**config.mk**
```make
export PLATFORM = sky130hd
export DESIGN_NAME = serial_adder
export DESIGN_NICKNAME = d
export VERILOG_FILES = /design/src/rtl/serial_adder.sv
export SDC_FILE = /design/constraint.sdc
export NUM_CORES = 1
export LEC_CHECK = 0
export BUFFER_PORTS_ARGS = -buffer_cell sky130_fd_sc_hd__buf_2
export CAP_MARGIN = 5
export CORE_MARGIN = 4
export CORE_UTILIZATION = 50
export DETAILED_ROUTE_END_ITERATION = 8
export MAX_ROUTING_LAYER = met4
export PLACE_DENSITY = 0.72
export SLEW_MARGIN = 40
export SYNTH_ARGS = -nofsm -noshare
export SYNTH_HDL_FRONTEND = slang
export SYNTH_SLANG_ARGS = --single-unit
```
**constraint.sdc**
```tcl
create_clock -name Clk -period 2.2 [get_ports Clk]
set_input_delay 0.33 -clock Clk [delete_from_list [all_inputs] [get_ports Clk]]
set_output_delay 0.33 -clock Clk [all_outputs]
set_load 0.05 [all_outputs]
```
**src/rtl/serial_adder.sv**
```systemverilog
// Bit-serial unsigned adder: captures A, B and Cin on an accepted Start,
// then resolves one bit per clock, LSB first, through a single full adder.
// The result is published on Sum/Cout together with a one-cycle Done pulse.
module serial_adder #(
  parameter int WIDTH = 8
) (
  input  logic             Clk,
  input  logic             Rst_n,
  input  logic             Start,
  input  logic [WIDTH-1:0] A,
  input  logic [WIDTH-1:0] B,
  input  logic             Cin,
  output logic             Busy,
  output logic             Done,
  output logic [WIDTH-1:0] Sum,
  output logic             Cout
);

  localparam int CNT_W = (WIDTH > 2) ? $clog2(WIDTH) : 1;
  localparam logic [CNT_W-1:0] LAST_BIT = CNT_W'(WIDTH - 1);

  typedef enum logic [1:0] {IDLE, ADD, DONE} state_t;

  state_t           state_q, state_d;
  logic [WIDTH-1:0] a_q, a_d;
  logic [WIDTH-1:0] b_q, b_d;
  logic [WIDTH-1:0] r_q, r_d;
  logic             c_q, c_d;
  logic [CNT_W-1:0] cnt_q, cnt_d;
  logic [WIDTH-1:0] sum_q, sum_d;
  logic             cout_q, cout_d;
  logic             busy_q, busy_d;
  logic             done_q, done_d;

  logic             bit_s;
  logic             bit_c;

  // Full-adder sum bit.
  function automatic logic fa_sum(input logic a, input logic b, input logic c);
    return a ^ b ^ c;
  endfunction

  // Full-adder carry bit (majority of the three inputs).
  function automatic logic fa_carry(input logic a, input logic b, input logic c);
    return (a & b) | (b & c) | (c & a);
  endfunction

  // Next-state logic: operand capture, per-bit adder step and completion.
  always_comb begin
    state_d = state_q;
    a_d     = a_q;
    b_d     = b_q;
    r_d     = r_q;
    c_d     = c_q;
    cnt_d   = cnt_q;
    sum_d   = sum_q;
    cout_d  = cout_q;
    busy_d  = busy_q;
    done_d  = 1'b0;

    bit_s = fa_sum(a_q[0], b_q[0], c_q);
    bit_c = fa_carry(a_q[0], b_q[0], c_q);

    unique case (state_q)
      IDLE: begin
        if (Start) begin
          a_d     = A;
          b_d     = B;
          c_d     = Cin;
          r_d     = '0;
          cnt_d   = '0;
          busy_d  = 1'b1;
          state_d = ADD;
        end
      end

      ADD: begin
        // Start is deliberately ignored here; the operation runs to completion.
        a_d   = a_q >> 1;
        b_d   = b_q >> 1;
        c_d   = bit_c;
        r_d   = {bit_s, r_q[WIDTH-1:1]};
        cnt_d = cnt_q + CNT_W'(1);
        if (cnt_q == LAST_BIT) begin
          sum_d   = {bit_s, r_q[WIDTH-1:1]};
          cout_d  = bit_c;
          busy_d  = 1'b0;
          done_d  = 1'b1;
          state_d = DONE;
        end
      end

      DONE: begin
        // A Start arriving during the Done cycle begins the next addition
        // immediately, so back-to-back operations lose no cycle.
        if (Start) begin
          a_d     = A;
          b_d     = B;
          c_d     = Cin;
          r_d     = '0;
          cnt_d   = '0;
          busy_d  = 1'b1;
          state_d = ADD;
        end else begin
          state_d = IDLE;
        end
      end

      default: begin
        busy_d  = 1'b0;
        state_d = IDLE;
      end
    endcase
  end

  // State and datapath registers; reset clears everything immediately.
  always_ff @(posedge Clk or negedge Rst_n) begin
    if (!Rst_n) begin
      state_q <= IDLE;
      a_q     <= '0;
      b_q     <= '0;
      r_q     <= '0;
      c_q     <= 1'b0;
      cnt_q   <= '0;
      sum_q   <= '0;
      cout_q  <= 1'b0;
      busy_q  <= 1'b0;
      done_q  <= 1'b0;
    end else begin
      state_q <= state_d;
      a_q     <= a_d;
      b_q     <= b_d;
      r_q     <= r_d;
      c_q     <= c_d;
      cnt_q   <= cnt_d;
      sum_q   <= sum_d;
      cout_q  <= cout_d;
      busy_q  <= busy_d;
      done_q  <= done_d;
    end
  end

  assign Busy = busy_q;
  assign Done = done_q;
  assign Sum  = sum_q;
  assign Cout = cout_q;

endmodule

```
==> reports/qor.csv, run 1 <==
metric,value,unit
antenna_found_initial,0,
fin_crit,1.59,ns
crit_buf_inv,0,
skew,0.00484,ns
synth_common_cells,"dfrtp_1 (40), mux2i_1 (17), nor2b_1 (16)",
drtIter0Drc,54,
yosys_register_bits,40,
ioPinCount,31,
period_share,0.724,
yosysMostFrequentCell,dfrtp_1,
powerDensity,1460,nW/um^2
slew_viol_final,0,
p_leak,1.04,nW
hold_path.class,input port to async pin,
vias_per_cell,5.52,
vias,1314,
drcViolationCount,0,
ys_dominant_reg_cell,dfrtp_1,
rsz0062_at_grt,no,
die_height,71.1,um
syn_inst,162,
clock-sinks,40,
cts_resized,0,
netlist.area_leader.share,0.503,
path_delay_family,adder cells,
crit_fanout,11,
final.fill_count,338,
stdcell_count,238,
clkTransAtPathRegs,0.07,ns
drv_cap,0,
clk_path_buf_depth,2,
firstDrtPassIters,4,
grt_first_pass_wirelength,6.24,mm
ant_nets,0,
crit_slowest_cell,dfrtp_1,
area_delta_synth_final,12.1,%
dp_cells,231,
setup_viol,0,
syn_area,1990,um^2
wl_per_cell,15.1,um
final_nets,213,
fin_setup_tns,0,ns
crit_top_cell,ha_1,
post-place-ws,0.632,ns
cts_setup_buffers,0,
seqCellArea,1000,um^2
synth_area_leader_cell,dfrtp_1,
startpoint_type,register,
hpwlAfterDp,2.40,mm
ys_types,24,
critPathCaptureType,register,
path_class,register to register,
async_flop_share,1.00,
grt_max_degree,48,
place_congestion,0.733,
worstMarginPinSlew,0.620,ns
syn_avg_cell_area,12.3,um^2
synth_edf_count,0,
postSynthNetCount,185,
port_buffers,30,
initial_utilization,0.532,
clk_latency,0.29,ns
cts_root_buffer,clkbuf_8,
cp_slowest_stage_delay,0.40,ns
ir_drop,0.000621,V
cts_tree,built,
failed_checks,hold timing,
finalHoldViolCount,1,
hold_buffers,0,
clock.fmax,0.628,GHz
numCtsBuffers,5,
status,"finished, violations left",
htreeDepth,2,
num_rows,22,
grt_usage,0.161,
arrival,1.77,ns
finalHoldWorstSlack,-0.0000382,ns
synthTopCellsByArea,"dfrtp_1 (50%), mux2i_1 (8.5%), mux2_4 (6.0%), a211oi_1 (5.7%), mux2_2 (5.7%)",
antennaDiodeCount,0,
multiInputGateArea,892,um^2
die-area,5050,um^2
slew_headroom,0.587,
coreArea,3740,um^2
worst_slack,0.607,ns
grt_pass1_vias,1315,
drive_gt1_frac,0.316,
overflow,0,
power,3.25,mW
crit_chain,"ha_1, ha_1, nand2_2, mux2_2",
ys_warn_count,0,
yosysSeqAreaShare,0.503,
finalWirelength,3.60,mm
die_x,71.1,um
critPathRequiredTime,2.38,ns
-- worst reg2reg max path, cell delays in order (launching register included) --
cell	delay, ns
dfrtp_1	0.40
ha_1	0.21
ha_1	0.22
nand2_2	0.28
mux2_2	0.38
-- routing by layer --
| metal | routed length, um | GRT usage | vias to the layer above |
|---|---|---|---|
| met5 | 0 | - | - |
| li1 | - | - | 640 |
| met4 | 44 | 0.0605 | 0 |
| met3 | 190 | 0.0554 | 5 |
| met1 | 1660 | 0.209 | 643 |
| met2 | 1710 | 0.235 | 26 |
-- metrics by stage --
step / cell area [um^2] / util
2_1_floorplan: 1990 / -
3_3_place_gp: 2130 / 0.570
3_5_place_dp: 2140 / 0.571
4_1_cts: 2230 / 0.596
5_1_grt: 2230 / 0.596
6_report: 2230 / 0.596
-- where the power goes --
part           total [mW]  internal, mW  leakage (nW)  switching [mW]
registers            1.30          1.06         0.494           0.241
logic                1.43         0.641         0.493           0.790
clock network       0.523         0.279        0.0503           0.244
-- registers in the layout (all words and copies together) (netlist names) --
register,count
Busy,1
c_q,1
a_q,8
Sum,8
r_q,7
Cout,1
cnt_q,3
b_q,8
state_q,2
Done,1
-- final cells by class --
class / count / share of cell area
clock buffers: 7 / 0.0432
well taps: 48 / 0.0269
repair buffers: 33 / 0.0785
inverters: 2 / 0.00336
flip-flops and latches: 40 / 0.448
multi-input cells: 108 / 0.400
-- cells in the final DEF, fill, tap and decap left out, drive strengths merged --
cell / synthesis / final
fa: 1 / 1
a22o: 8 / 8
buf: 11 / 33
nor2: 4 / 4
nor2b: 17 / 17
nand2: 3 / 3
ha: 2 / 2
dfrtp: 40 / 40
mux2: 18 / 18
clkbuf: 1 / 7
a21o: 1 / 1
mux2i: 17 / 17
nand2b: 1 / 1
o21ai: 4 / 4
inv: 2 / 2
nand3: 2 / 2
a211oi: 15 / 15
a21oi: 15 / 15
-- cells by family after synthesis --
| logic type | Yosys count | synth area share |
|---|---|---|
| adders and majority gates | 3 | 0.0226 |
| DFF | 40 | 0.503 |
| muxes | 35 | 0.202 |
| buffers and inverters | 14 | 0.0490 |
| AOI/OAI and AO/OA | 43 | 0.143 |
| and+or+nand+nor | 27 | 0.0798 |
-- path summary, 6_finish.rpt --
check | depth (start not counted) | to | slack, ns | from
worst max register to register | 4 | Sum[0] | 0.61 | cnt_q[0]
worst max-delay path | 4 | Sum[0] | 0.61 | cnt_q[0]
max in group asynchronous | 1 | Sum[4] | 1.86 | Rst_n
worst min register to register | 1 | Sum[3] | 0.51 | Sum[3]
worst min-delay path | 1 | r_q[1] | -0.00004 | Rst_n
min in group Clk | 3 | b_q[4] | 0.31 | B[4]
Note: power is estimated with default switching activity, not from simulation.
==> run 2, diff against run 1 <==
==> constraint.sdc (replaced) <==
create_clock -name Clk -period 1.53 [get_ports Clk]
set_input_delay 0.2295 -clock Clk [delete_from_list [all_inputs] [get_ports Clk]]
set_output_delay 0.2295 -clock Clk [all_outputs]
set_load 0.05 [all_outputs]
==> reports/qor.csv, run 2 (same netlist as run 1, synthesis figures left out) <==
metric,value,unit
ir_drop,0.000939,V
dp_cells,235,
numCtsBuffers,5,
area_delta_synth_final,16.4,%
htreeDepth,2,
layout_commonest_cell,dfrtp_1,
port_buffers,30,
ant_nets,0,
antennaDiodeCount,0,
slew_headroom,0.654,
cts_root_buffer,clkbuf_8,
critPathRequiredTime,1.71,ns
wl_per_cell,15.1,um
drive_gt1_frac,0.327,
drtIter0Drc,100,
cts_resized,0,
final_nets,218,
overflow,0,
grt_first_pass_wirelength,6.40,mm
fin_setup_tns,0,ns
setup_viol,0,
powerDensity,2050,nW/um^2
clkTransAtPathRegs,0.08,ns
hold_path.class,input port to register,
die-area,5050,um^2
rsz0062_at_grt,no,
vias_per_cell,5.53,
crit_fanout,5,
status,finished clean,
slew_viol_final,0,
skew,0.00481,ns
arrival,1.64,ns
die_height,71.1,um
period_share,0.960,
grt_pass1_vias,1345,
num_rows,22,
p_leak,1.07,nW
clock-sinks,40,
clk_latency,0.29,ns
ioPinCount,31,
die_x,71.1,um
drv_cap,0,
cts_tree,built,
clk_path_buf_depth,2,
coreArea,3740,um^2
drcViolationCount,0,
layout_common_cells,"dfrtp_1 (40), buf_2 (30), mux2i_1 (17), nor2b_1 (16)",
utilization,0.619,
finalHoldViolCount,0,
worstMarginPinSlew,0.516,ns
critPathCaptureType,register,
grt_usage,0.165,
vias,1350,
place_congestion,0.738,
initial_utilization,0.532,
stdcell_count,244,
path_class,register to register,
startpoint_type,register,
fin_crit,1.47,ns
firstDrtPassIters,5,
finalWirelength,3.69,mm
clock.fmax,0.681,GHz
antenna_found_initial,0,
grt_max_degree,48,
hpwlAfterDp,2.66,mm
-- run 2: cell count changes in the layout (fill, tap and decap cells not counted) --
| cell | change |
|---|---|
| clkbuf_8 | -1 |
| buf_4 | -1 |
| buf_12 | +4 |
| clkbuf_1 | +1 |
| dlygate4sd3_1 | +1 |
| buf_2 | +1 |
| clkinvlp_4 | +1 |
-- run 2: per-stage QoR --
stage,setup slack (ns),total power [mW],instance area [um^2],hold slack (ns)
finish,0.0616,4.74,2320,0.210
global route,0.00808,5.08,2320,0.214
detailed placement,0.0640,4.06,2210,0.212
global placement,0.109,3.89,2210,0.208
CTS,0.0560,4.80,2320,0.209
floorplan,0.138,3.52,1990,-0.0661
-- run 2: cell type report --
type,count,area (um^2)
tap,48,60.1
clock inverter,1,7.51
clock buffer,7,86.3
multi-input combinational,108,892
sequential,40,1000
fill,313,1430
inverter,2,7.51
timing repair buffer,38,263
-- run 2: metal layers --
| layer | GRT usage | part of all wire |
|---|---|---|
| met1 | 0.208 | 0.45 |
| met2 | 0.251 | 0.49 |
| met3 | 0.0568 | 0.050 |
| met4 | 0.0480 | 0.014 |
| met5 | - | 0 |
-- run 2: power breakdown --
group / switching [mW] / internal (mW)
combinational: 1.17 / 0.979
clock: 0.357 / 0.366
sequential: 0.347 / 1.52
total: 1.87 / 2.87
-- run 2: what timing repair did --
item | 4_1_cts | 5_1_grt
buffers inserted | 0 | 0
hold buffers | 1 | 0
hold endpoints to repair | 19 | 0
-- run 2: final timing paths --
check | end | startpoint | slack, ns | depth (start not counted)
hold reg to reg | Sum[0] | Sum[0] | 0.51 | 1
max in group asynchronous | r_q[2] | Rst_n | 0.64 | 3
min in group asynchronous | a_q[3] | Rst_n | 0.42 | 2
setup reg to reg | Sum[3] | cnt_q[0] | 0.06 | 5
setup / recovery | Sum[3] | cnt_q[0] | 0.06 | 5
hold / removal | a_q[5] | A[5] | 0.21 | 3
-- run 2: critical path: stages (launching register included) --
cell     delay [ns]
dfrtp_1        0.40
ha_1           0.21
ha_1           0.20
nand2_2        0.09
buf_4          0.16
mux2_4         0.31
==> run 3, diff against run 2 <==
--- a/config.mk
+++ b/config.mk
@@ -10,8 +10,7 @@
 export CORE_MARGIN = 4
 export CORE_UTILIZATION = 50
 export DETAILED_ROUTE_END_ITERATION = 8
-export MAX_ROUTING_LAYER = met4
-export PLACE_DENSITY = 0.72
+export PLACE_DENSITY = 0.74
 export SLEW_MARGIN = 40
 export SYNTH_ARGS = -nofsm -noshare
 export SYNTH_HDL_FRONTEND = slang
==> constraint.sdc (replaced) <==
create_clock -name Clk -period 1.2 [get_ports Clk]
set_input_delay 0.18 -clock Clk [delete_from_list [all_inputs] [get_ports Clk]]
set_output_delay 0.18 -clock Clk [all_outputs]
set_load 0.05 [all_outputs]
==> reports/qor.csv, run 3 (same netlist as run 1, synthesis figures left out) <==
metric,value,unit
area_delta_synth_final,27.2,%
finalHoldWorstSlack,0.153,ns
rrSetupSlack,-0.21,ns
postLayoutCellArea,2530,um^2
critPathCaptureType,register,
fin_setup_tns,-2.17,ns
final_nets,234,
place_congestion,0.783,
wl_per_cell,15.9,um
slew_viol_final,0,
path_class,register to register,
vias,1426,
critPathRequiredTime,1.39,ns
startpoint_type,register,
finalWirelength,4.14,mm
cts_root_buffer,clkbuf_8,
setup_viol,15,
grt_pass1_vias,1443,
grt_max_degree,41,
r2r-end,Sum[7],
drv_cap,0,
p_leak,1.19,nW
rsz0062_at_grt,yes,
firstDrtPassIters,4,
clock.fmax,0.712,GHz
die_height,71.1,um
layout_commonest_cell,dfrtp_1,
hold_path.class,input port to register,
coreArea,3740,um^2
drive_gt1_frac,0.410,
skew,0.00330,ns
period_share,1.17,
grt_first_pass_wirelength,6.80,mm
clk_path_buf_depth,2,
crit_fanout,6,
finalHoldViolCount,0,
powerDensity,2670,nW/um^2
arrival,1.59,ns
post_dp_cell_area,2290,um^2
worstMarginPinSlew,0.327,ns
hpwlAfterDp,2.69,mm
layout_common_cells,"dfrtp_1 (39), buf_2 (30), mux2i_1 (17)",
antenna_found_initial,0,
cp-startpoint,cnt_q[1],
failed_checks,setup timing,
hold_start,A[5],
slew_headroom,0.782,
initial_utilization,0.532,
htreeDepth,2,
rr_worst_depth,5,
ir_drop,0.00147,V
min_path_cells,3,
drcViolationCount,0,
dp_cells,244,
overflow,0,
clock-sinks,40,
clkTransAtPathRegs,0.07,ns
holdPathEnd,a_q[5],
num_rows,22,
grt_usage,0.174,
r2r_start,cnt_q[1],
numCtsBuffers,5,
port_buffers,30,
fin_crit,1.41,ns
worst_slack,-0.205,ns
cts_tree,built,
vias_per_cell,5.48,
status,"finished, violations left",
die_x,71.1,um
ioPinCount,31,
ant_nets,0,
antennaDiodeCount,0,
clk_latency,0.30,ns
stdcell_count,260,
die-area,5050,um^2
drtIter0Drc,126,
power,6.75,mW
==> run 3: changes by cell type in the layout (fill, tap and decap cells not counted), sizes merged <==
cell,before,now
buf,37,53
bufinv,0,1
clkbuf,7,6
clkinv,0,1
clkinvlp,1,0
==> run 3: area by class of cell <==
class | instances | area, um^2
clock buffer | 6 | 72.6
timing repair buffer | 54 | 405
tap | 48 | 60.1
fill | 291 | 1210
inverter | 2 | 7.51
clock inverter | 2 | 35.0
sequential | 40 | 1000
multi-input combinational | 108 | 948
==> run 3: stage by stage <==
stage               setup slack [ns]  utilization
detailed placement            -0.233        0.612
finish                        -0.205        0.676
global placement              -0.180        0.612
CTS                           -0.201        0.669
global route                  -0.246        0.676
floorplan                     -0.164            -
==> run 3: critical path, cell delays in order (launching register included) <==
cell	delay (ns)
dfrtp_1	0.39
ha_2	0.20
ha_4	0.17
nand2_4	0.10
buf_12	0.14
mux2_4	0.29
==> run 3: how the worst max path moves through the flow <==
stage	end	slack, ns	depth (start not counted)
CTS	Sum[0]	-0.20	5
global placement	r_q[7]	-0.18	4
detailed placement	r_q[7]	-0.23	4
finish	Sum[7]	-0.21	5
floorplan	r_q[7]	-0.16	4
global route	r_q[7]	-0.25	4
==> run 3: where the power goes <==
group	internal (mW)	switching, mW	leakage, nW
clock network	0.617	0.468	0.0552
registers	1.94	0.454	0.492
logic	1.64	1.63	0.645
==> run 3: layer usage <==
layer  part of all wire  vias up  global-route usage
li1                   -      679                   -
met3              0.046        8              0.0384
met2               0.52       28               0.284
met1               0.42      711               0.217
met4              0.019        0              0.0856
met5                  0        -                   0
==> run 3: repair_timing <==
| item | in CTS | in global routing |
|---|---|---|
| pin swaps | 0 | 2 |
| buffers inserted | 4 | 3 |
| cloned | 1 | 0 |
| resized for setup | 13 | 4 |
| endpoints found under the hold margin | 40 | 0 |
| hold buffers | 1 | 0 |
| setup endpoints to repair | 21 | 24 |
